## config.mk

```make
export PLATFORM = sky130hd
export DESIGN_NAME = aes_keyram_multi
export DESIGN_NICKNAME = d
export VERILOG_FILES = /design/src/rtl/aes_keyram_multi.sv
export SDC_FILE = /design/constraint.sdc
export NUM_CORES = 2
export LEC_CHECK = 0
export BUFFER_PORTS_ARGS = -buffer_cell sky130_fd_sc_hd__buf_2
export CAP_MARGIN = 5
export CORE_ASPECT_RATIO = 2
export CORE_MARGIN = 5
export CORE_UTILIZATION = 44
export CTS_CLUSTER_SIZE = 16
export DETAILED_ROUTE_END_ITERATION = 10
export HOLD_SLACK_MARGIN = 0.08
export PLACE_DENSITY = 0.57
export SLEW_MARGIN = 20
export SYNTH_ARGS = -nofsm -noshare
export SYNTH_HDL_FRONTEND = slang
export SYNTH_MEMORY_MAX_BITS = 65536
export SYNTH_SLANG_ARGS = --single-unit
export TNS_END_PERCENT = 20
```

## constraint.sdc

```tcl
create_clock -name clk -period 11.9 [get_ports clk]
set_input_delay 1.19 -clock clk [delete_from_list [all_inputs] [get_ports clk]]
set_output_delay 1.19 -clock clk [all_outputs]
set_load 0.02 [all_outputs]
```

## src/rtl/aes_keyram_multi.sv

```systemverilog
// Multi-context AES round-key store: per-slot word-wide write port, 128-bit
// round-key read sequencer with ready/valid handshake toward the round engine.
//
// state | meaning
// IDLE  | no sequence; waiting for start
// FETCH | reading R words of round idx into the shadow register
// HOLD  | round key presented with key_valid=1 until key_ready
module aes_keyram_multi #(
    parameter int WR_WIDTH   = 64,
    parameter int NUM_SLOTS  = 2,
    parameter int MAX_ROUNDS = 14,
    localparam int R     = 128 / WR_WIDTH,
    localparam int SW    = $clog2(NUM_SLOTS),
    localparam int DEPTH = (MAX_ROUNDS + 1) * R,
    localparam int AW    = $clog2(DEPTH)
) (
    input  logic                clk,
    input  logic                kill,
    input  logic                en_wr,
    input  logic [SW-1:0]       slot_wr,
    input  logic [AW-1:0]       addr_wr,
    input  logic [WR_WIDTH-1:0] key_round_wr,
    input  logic                cfg_wr,
    input  logic [SW-1:0]       cfg_slot,
    input  logic [3:0]          cfg_nr,
    input  logic                start,
    input  logic [SW-1:0]       start_slot,
    input  logic                start_dec,
    input  logic                key_ready,
    output logic [127:0]        key_round_rd,
    output logic                key_valid,
    output logic                key_first,
    output logic                key_last,
    output logic [3:0]          round_idx,
    output logic                busy,
    output logic                err
);
    localparam int FW = $clog2(R + 1);

    typedef enum logic [1:0] {IDLE, FETCH, HOLD} state_t;

    state_t              state;
    logic [SW-1:0]       act_slot;
    logic                act_dec;
    logic [3:0]          act_nr;
    logic [3:0]          idx;
    logic [FW-1:0]       fcnt;
    logic [3:0]          nr_cfg [NUM_SLOTS];
    logic [127:0]        shadow;
    logic [127:0]        asm_key;
    logic [WR_WIDTH-1:0] rd_data;
    logic                rd_en;
    logic [AW-1:0]       rd_addr;
    logic                collide;

    logic [WR_WIDTH-1:0] mem [NUM_SLOTS][2**AW];

    // fcnt counts issued reads; the word read on the previous edge lands at fcnt-1
    always_comb begin
        rd_en   = (state == FETCH) && (int'(fcnt) < R);
        rd_addr = AW'(int'(idx) * R + int'(fcnt));
        asm_key = shadow;
        if (fcnt != '0)
            asm_key[(int'(fcnt) - 1) * WR_WIDTH +: WR_WIDTH] = rd_data;
        collide = (state != IDLE) && en_wr && (slot_wr == act_slot);
    end

    always_ff @(posedge clk) begin
        if (en_wr)
            mem[slot_wr][addr_wr] <= key_round_wr;
        if (rd_en)
            rd_data <= mem[act_slot][rd_addr];
    end

    always_ff @(posedge clk) begin
        if (kill) begin
            state        <= IDLE;
            act_slot     <= '0;
            act_dec      <= 1'b0;
            act_nr       <= 4'd10;
            idx          <= 4'd0;
            fcnt         <= '0;
            shadow       <= '0;
            key_round_rd <= '0;
            key_valid    <= 1'b0;
            key_first    <= 1'b0;
            key_last     <= 1'b0;
            round_idx    <= 4'd0;
            busy         <= 1'b0;
            err          <= 1'b0;
            for (int i = 0; i < NUM_SLOTS; i++)
                nr_cfg[i] <= 4'd10;
        end else begin
            err <= 1'b0;
            if (cfg_wr) begin
                if (cfg_nr inside {4'd10, 4'd12, 4'd14})
                    nr_cfg[cfg_slot] <= cfg_nr;
                else
                    err <= 1'b1;
            end
            // A write into the slot being streamed invalidates the sequence
            if (collide) begin
                state     <= IDLE;
                busy      <= 1'b0;
                key_valid <= 1'b0;
                err       <= 1'b1;
            end else begin
                case (state)
                    IDLE: begin
                        if (start) begin
                            act_slot <= start_slot;
                            act_dec  <= start_dec;
                            act_nr   <= nr_cfg[start_slot];
                            idx      <= start_dec ? nr_cfg[start_slot] : 4'd0;
                            fcnt     <= '0;
                            busy     <= 1'b1;
                            state    <= FETCH;
                        end
                    end
                    FETCH: begin
                        fcnt <= fcnt + 1'b1;
                        if (fcnt != '0)
                            shadow <= asm_key;
                        if (fcnt == FW'(R)) begin
                            key_round_rd <= asm_key;
                            key_valid    <= 1'b1;
                            round_idx    <= idx;
                            key_first    <= (idx == (act_dec ? act_nr : 4'd0));
                            key_last     <= (idx == (act_dec ? 4'd0 : act_nr));
                            state        <= HOLD;
                        end
                    end
                    HOLD: begin
                        if (key_ready) begin
                            key_valid <= 1'b0;
                            if (key_last) begin
                                busy  <= 1'b0;
                                state <= IDLE;
                            end else begin
                                idx   <= act_dec ? idx - 4'd1 : idx + 4'd1;
                                fcnt  <= '0;
                                state <= FETCH;
                            end
                        end
                    end
                    default: state <= IDLE;
                endcase
            end
        end
    end
endmodule

```

# [Word-level counts from Yosys, hierarchy flattened]
# Memories as Yosys holds them, arrays and structs flattened. A register that Yosys moved wholly into a read port is not among the register bits.
# Index checks and enable logic that the tools add are counted.
[word_totals] register_bits=343 latchBits=0 ramBits=4104 mem_bits_ro=0 in_bits=83 out_inout_bits=137 wordCells=114 memories=2
[op_classes] add_sub_neg=6 mul=0 div=0 magnitude_cmp=4 eq_ne=14 n_shift=2 n_mux=47 bitwise=3 n_reduce_logical=21
[memory_table] name="mem" words=2 word_bits=2048 rd=1 rd_clocked_by_memory_dff=1 write_ports=1 line_no="56" rtl="logic [WR_WIDTH-1:0] mem [NUM_SLOTS][2**AW];"
[memory_table] name="nr_cfg" words=2 word_bits=4 rd=1 rd_clocked_by_memory_dff=0 write_ports=2 line_no="48" rtl="logic [3:0] nr_cfg [NUM_SLOTS];"
[op_table] cell="$mux 2048" count=1
[op_table] cell="$bmux 64 s5" count=1
[op_table] cell="$demux 64 s5" count=1
[op_table] cell="$mux 64" count=3
[op_table] cell="$bwmux 128" count=1
[op_table] cell="$mux 128" count=1
[op_table] cell="$shift 64x33->128 const A" count=1
[op_table] cell="$shiftx 64x33->128" count=1
[op_table] cell="$neg 9->33" count=1
[op_table] cell="$mux 4" count=8
[op_table] cell="$mux 1" count=20
[op_table] cell="$reduce_and 3->1" count=5
[op_table] cell="$eq 4x4->1 const B" count=3
[op_table] cell="$ge 6x6->1 const B" count=2
[op_table] cell="$mux 2" count=6
[op_table] cell="$not 5->6" count=2
[op_table] cell="$pmux 2 s3" count=2
[op_table] cell="$reduce_and 5->1" count=2
[op_table] cell="$eq 4x4->1" count=2
[op_table] cell="$ne 2x2->1 const B" count=4
[op_table] cell="$pmux 4 s2" count=1
[op_table] cell="$reduce_bool 2->1" count=4
[op_table] cell="$lt 6x1->1 const B" count=1
[op_table] cell="$reduce_bool 3->1" count=2
[op_table] cell="17 further kinds" count=22

# [Longest topological paths before layout]
[logic_depth] word_depth=8 mapped_depth=11 ltp_nobuf=7

# [Least setup slack after synthesis]
# Ideal clock, no wire load.
[synth_timing] path_kind="input-to-reg" from="input port addr_wr[4]" to="memory mem[1][832] in the netlist's numbering (enable)" setup_time_ns=0.487 arrival_time_ns=4.717 t_required_ns=11.413 path_slack_ns=6.696 stages=4 path_buffers=2 cell_sequence="clkbuf_1 > or3b_2 > clkbuf_1 > nor2_1"
[synth_between] elab_chain_len=6 word_cells_on_any_way=7 classes_between="order compare: 2; mux: 3; bitwise: 1; reduce/logical: 1"
[synth_lines] item="start, declared" line_no="21" rtl="input logic [AW-1:0] addr_wr,"
[synth_lines] item="$not 5->6 (not written as such) (*)" line_no="70" rtl="mem[slot_wr][addr_wr] <= key_round_wr;"
[synth_lines] item="$ge 6x6->1 (not written as such) / $lt 6x1->1 (equally long branches)" line_no="70"
[synth_lines] item="$logic_and 1x1->1 (not written as such)" line_no="70"
[synth_lines] item="$mux 64 (not written as such)" line_no="70"
[synth_lines] item="$demux 64 s5 (*)" line_no="70"
[synth_lines] item="$mux 2048 (not written as such) (*)" line_no="70"
[synth_lines] item="end, declared" line_no="56"
# Mark *: on every way between the ends. The rest lies on a longest branch, timed or not.

# [Worst setup path after layout]
[layout_timing] from="register idx[0]" to="register rd_data[56], data pin"
[layout_between] elab_chain_len=5
[layout_lines] item="start, declared" line_no="46" rtl="logic [3:0] idx;"
[layout_lines] item="start signal, assigned" line_no="114" rtl="idx <= start_dec ? nr_cfg[start_slot] : 4'd0;"
[layout_lines] item="start signal, assigned" line_no="140" rtl="idx <= act_dec ? idx - 4'd1 : idx + 4'd1;"
[layout_lines] item="$add 5x2->5" line_no="61" rtl="rd_addr = AW'(int'(idx) * R + int'(fcnt));"
[layout_lines] item="$not 5->6 (not written as such)" line_no="72" rtl="rd_data <= mem[act_slot][rd_addr];"
[layout_lines] item="$bmux 64 s5" line_no="72"
[layout_lines] item="$mux 64 (not written as such) (2 in series)" line_no="72"
[layout_lines] item="end signal, assigned" line_no="72"
[layout_lines] item="end, declared" line_no="51" rtl="logic [WR_WIDTH-1:0] rd_data;"
# No other way between the ends. The select of a mux whose other input is x is not followed.
# A chain may end at the register's enable or synchronous reset.

==> results.ini <==
[outcome]
status = complete, no violations

[logic_synthesis]
netlist_instances = 7811
ys_seq_area_share_pct = 77.9
ys_types = 66
yosysWarningCount = 0
synth_seq_cells = 4448
synth_flop_cell = edfxtp_1
syn_area_per_cell_sq_um = 21.5
synth_area_sq_mm = 0.168
synth_edf_count = 4168
synth-async-reset-ratio_pct = 0

[setup_path]
end_kind = register
path_cells = ha_4 -> buf_4 -> buf_4 -> buf_4 -> mux4_2 -> o22ai_1 -> nor3_1 -> o31a_1
crit_top_cell = buf_4
critPathSlowestCell = buf_4
crit_fanout = 48
worstPathRequired_ns = 12.58
crit_type = reg2reg
arrival_ns = 5.45
worstSetupStartpointType = register
cpPeakStageDelay_ns = 0.75

[sta]
fin_skew_ns = 0.0687
max_freq_ghz = 0.210
slew_headroom_pct = 22.8
setup_ws_ns = 7.13
fin_crit_ns = 4.77
fin_tns_setup_ns = 0
hold_viol = 0
worst_pin_slew_ns = 1.16
maxSlewViolCount = 0
period_share_pct = 40.1
holdWs_ns = 0.475
finalSetupViolations = 0
rsz0062_at_grt = no

[floorplanning]
rows = 321
core_sq_mm = 0.381
start_util_pct = 44.1
dieArea_sq_mm = 0.395
io_pins = 220
die_w_um = 447
die_h_um = 884

[routing]
wl_met2_um = 242000
dr_total_vias = 85500
drc_errors = 0
via_per_inst = 6.32
avgRoutedWirePerCell_um = 36.4
wl_met3_um = 42800
wirelength_um = 493000
top_layer = met5
postRouteAntennaNets = 0
drtIter0Drc = 10200
wl_met1_um = 193000
firstDrtPassIters = 5

[layout]
final_nets = 8283
fin_cells = 13500
fillers = 30500
final_core_util_pct = 49.4
area_growth_pct = 12.2
mostFrequentLayoutCell = edfxtp_1
layout_common_cells = edfxtp_1 (4168), mux4_2 (1024), clkbuf_16 (407), nor2_1 (306), a22oi_1 (282)
drive_gt1_share_pct = 25.7

[cts]
numCtsBuffers = 396
cts-root-buf = clkbuf_16
clock_latency_ns = 0.97
post_cts_buffers = 0
clkTransAtPathRegs_ns = 0.07
clk_path_buf_depth = 4
cts_hold_buf = 0
clkSinkCount = 4448
cts_tree = yes
htreeDepth = 5
post_cts_resized = 0

[placed_design]
dpl.hpwl_um = 271000
gp_congestion = 0.784
pre_cts_ws_ns = 6.89
dp_cells = 12800
portBuffers = 219

[power_and_ir_drop]
power_density_mw_per_mm2 = 169
p_leak_nw = 56.8
vdd_drop_max_v = 0.000128

[hold_path]
hold_class = reg2reg

[global_route]
grt_usage_pct = 24.7
grt_pass1_vias = 83700
grt-ovfl-total = 0
grt_max_degree = 195
antenna_found_initial = 38
grt_pass1_wl_um = 684000

[run]
cap_viol_max_count = 0

## flip-flops by register name (all words and copies together) (netlist names), named ones only
name,cells
mem,4096
key_round_rd,128
shadow,128
rd_data,64
nr_cfg,8
act_nr,4
idx,4
round_idx,4
fcnt,2
state,2
act_dec,1
act_slot,1
busy,1
err,1
key_first,1
key_last,1
key_valid,1
## critical path: cells and delay by family (launching register included)
family	cells	cell delay, ns
AOI/OAI and AO/OA	2	0.77
adders and majority gates	1	0.49
buffers and inverters	3	1.99
DFF	1	0.59
muxes	1	0.42
and+or+nand+nor	1	0.11
## report_power, final
group          switching [mW]  total [mW]  leakage [nW]  internal, mW
clock network            5.67        12.7          6.15          7.01
logic                    1.18        1.84          10.8         0.661
registers               0.137        17.4          39.8          17.3
total                    6.99        31.9          56.8          24.9
## worst paths after layout
path	depth (start not counted)	slack (ns)	to	startpoint
worst max-delay path	8	7.13	rd_data[56]$_DFFE_PP_	idx[0]$_SDFFE_PP0P_
worst min register to register	2	0.47	shadow[127]$_SDFFE_PP0P_	shadow[127]$_SDFFE_PP0P_
worst min-delay path	2	0.47	shadow[127]$_SDFFE_PP0P_	shadow[127]$_SDFFE_PP0P_
worst max register to register	8	7.13	rd_data[56]$_DFFE_PP_	idx[0]$_SDFFE_PP0P_
## kinds of logic after synthesis
group	Yosys count	share of synthesized area, %
flops	4448	77.9
buf+inv	501	1.45
simple gates	758	1.93
compound gates	942	4.17
mux	1139	14.4
other cells	2	0.00447
xor+xnor	11	0.0708
fa+ha+maj	10	0.0790
## synth_stat cells, types with 6 or more instances
library cell	count	area share, %
o21ai_0	43	0.13
buf_1	40	0.089
buf_6	11	0.074
a221o_1	23	0.14
xnor2_1	6	0.031
o211a_1	14	0.083
dfxtp_1	280	3.3
ha_1	9	0.067
mux4_2	1024	14
edfxtp_1	4168	75
nand2_1	210	0.47
a211oi_1	256	1.1
nand3_1	24	0.072
o221ai_1	37	0.19
nand2b_1	10	0.037
buf_4	71	0.32
a32o_1	27	0.16
o31a_1	23	0.12
nor3_1	43	0.13
and3_1	29	0.11
o22ai_1	131	0.49
a22oi_1	282	1.3
mux2_2	27	0.18
a21oi_1	40	0.12
nor4_1	25	0.093
nor2_1	376	0.84
o22a_1	23	0.12
mux2i_1	88	0.52
inv_1	7	0.016
a32oi_1	23	0.12
nor2b_1	9	0.034
buf_2	167	0.50
clkbuf_1	202	0.45
## per-stage QoR
step / area [sq um] / power, mW
global route: 188000 / 32.9
CTS: 188000 / 32.1
floorplan: 168000 / 18.7
finish: 188000 / 31.9
detailed placement: 176000 / 19.6
global placement: 176000 / 19.6
## final cells by class
cell class | instances | area [sq um] | area share [%]
diodes | 18 | 45.0 | 0.0239
well taps | 5006 | 6260 | 3.32
clock buffers | 503 | 10700 | 5.67
multi-input cells | 2864 | 35500 | 18.8
inverters | 8 | 35.0 | 0.0186
flip-flops and latches | 4448 | 131000 | 69.4
clock inverters | 209 | 1820 | 0.968
repair buffers | 472 | 3320 | 1.76
## metal layers
metal,global-route usage [%],up-vias
li1,-,33700
met1,34.2,46800
met2,40.4,4143
met3,4.70,756
met4,6.74,16
met5,0,-
(Power assumes the default switching activity.)
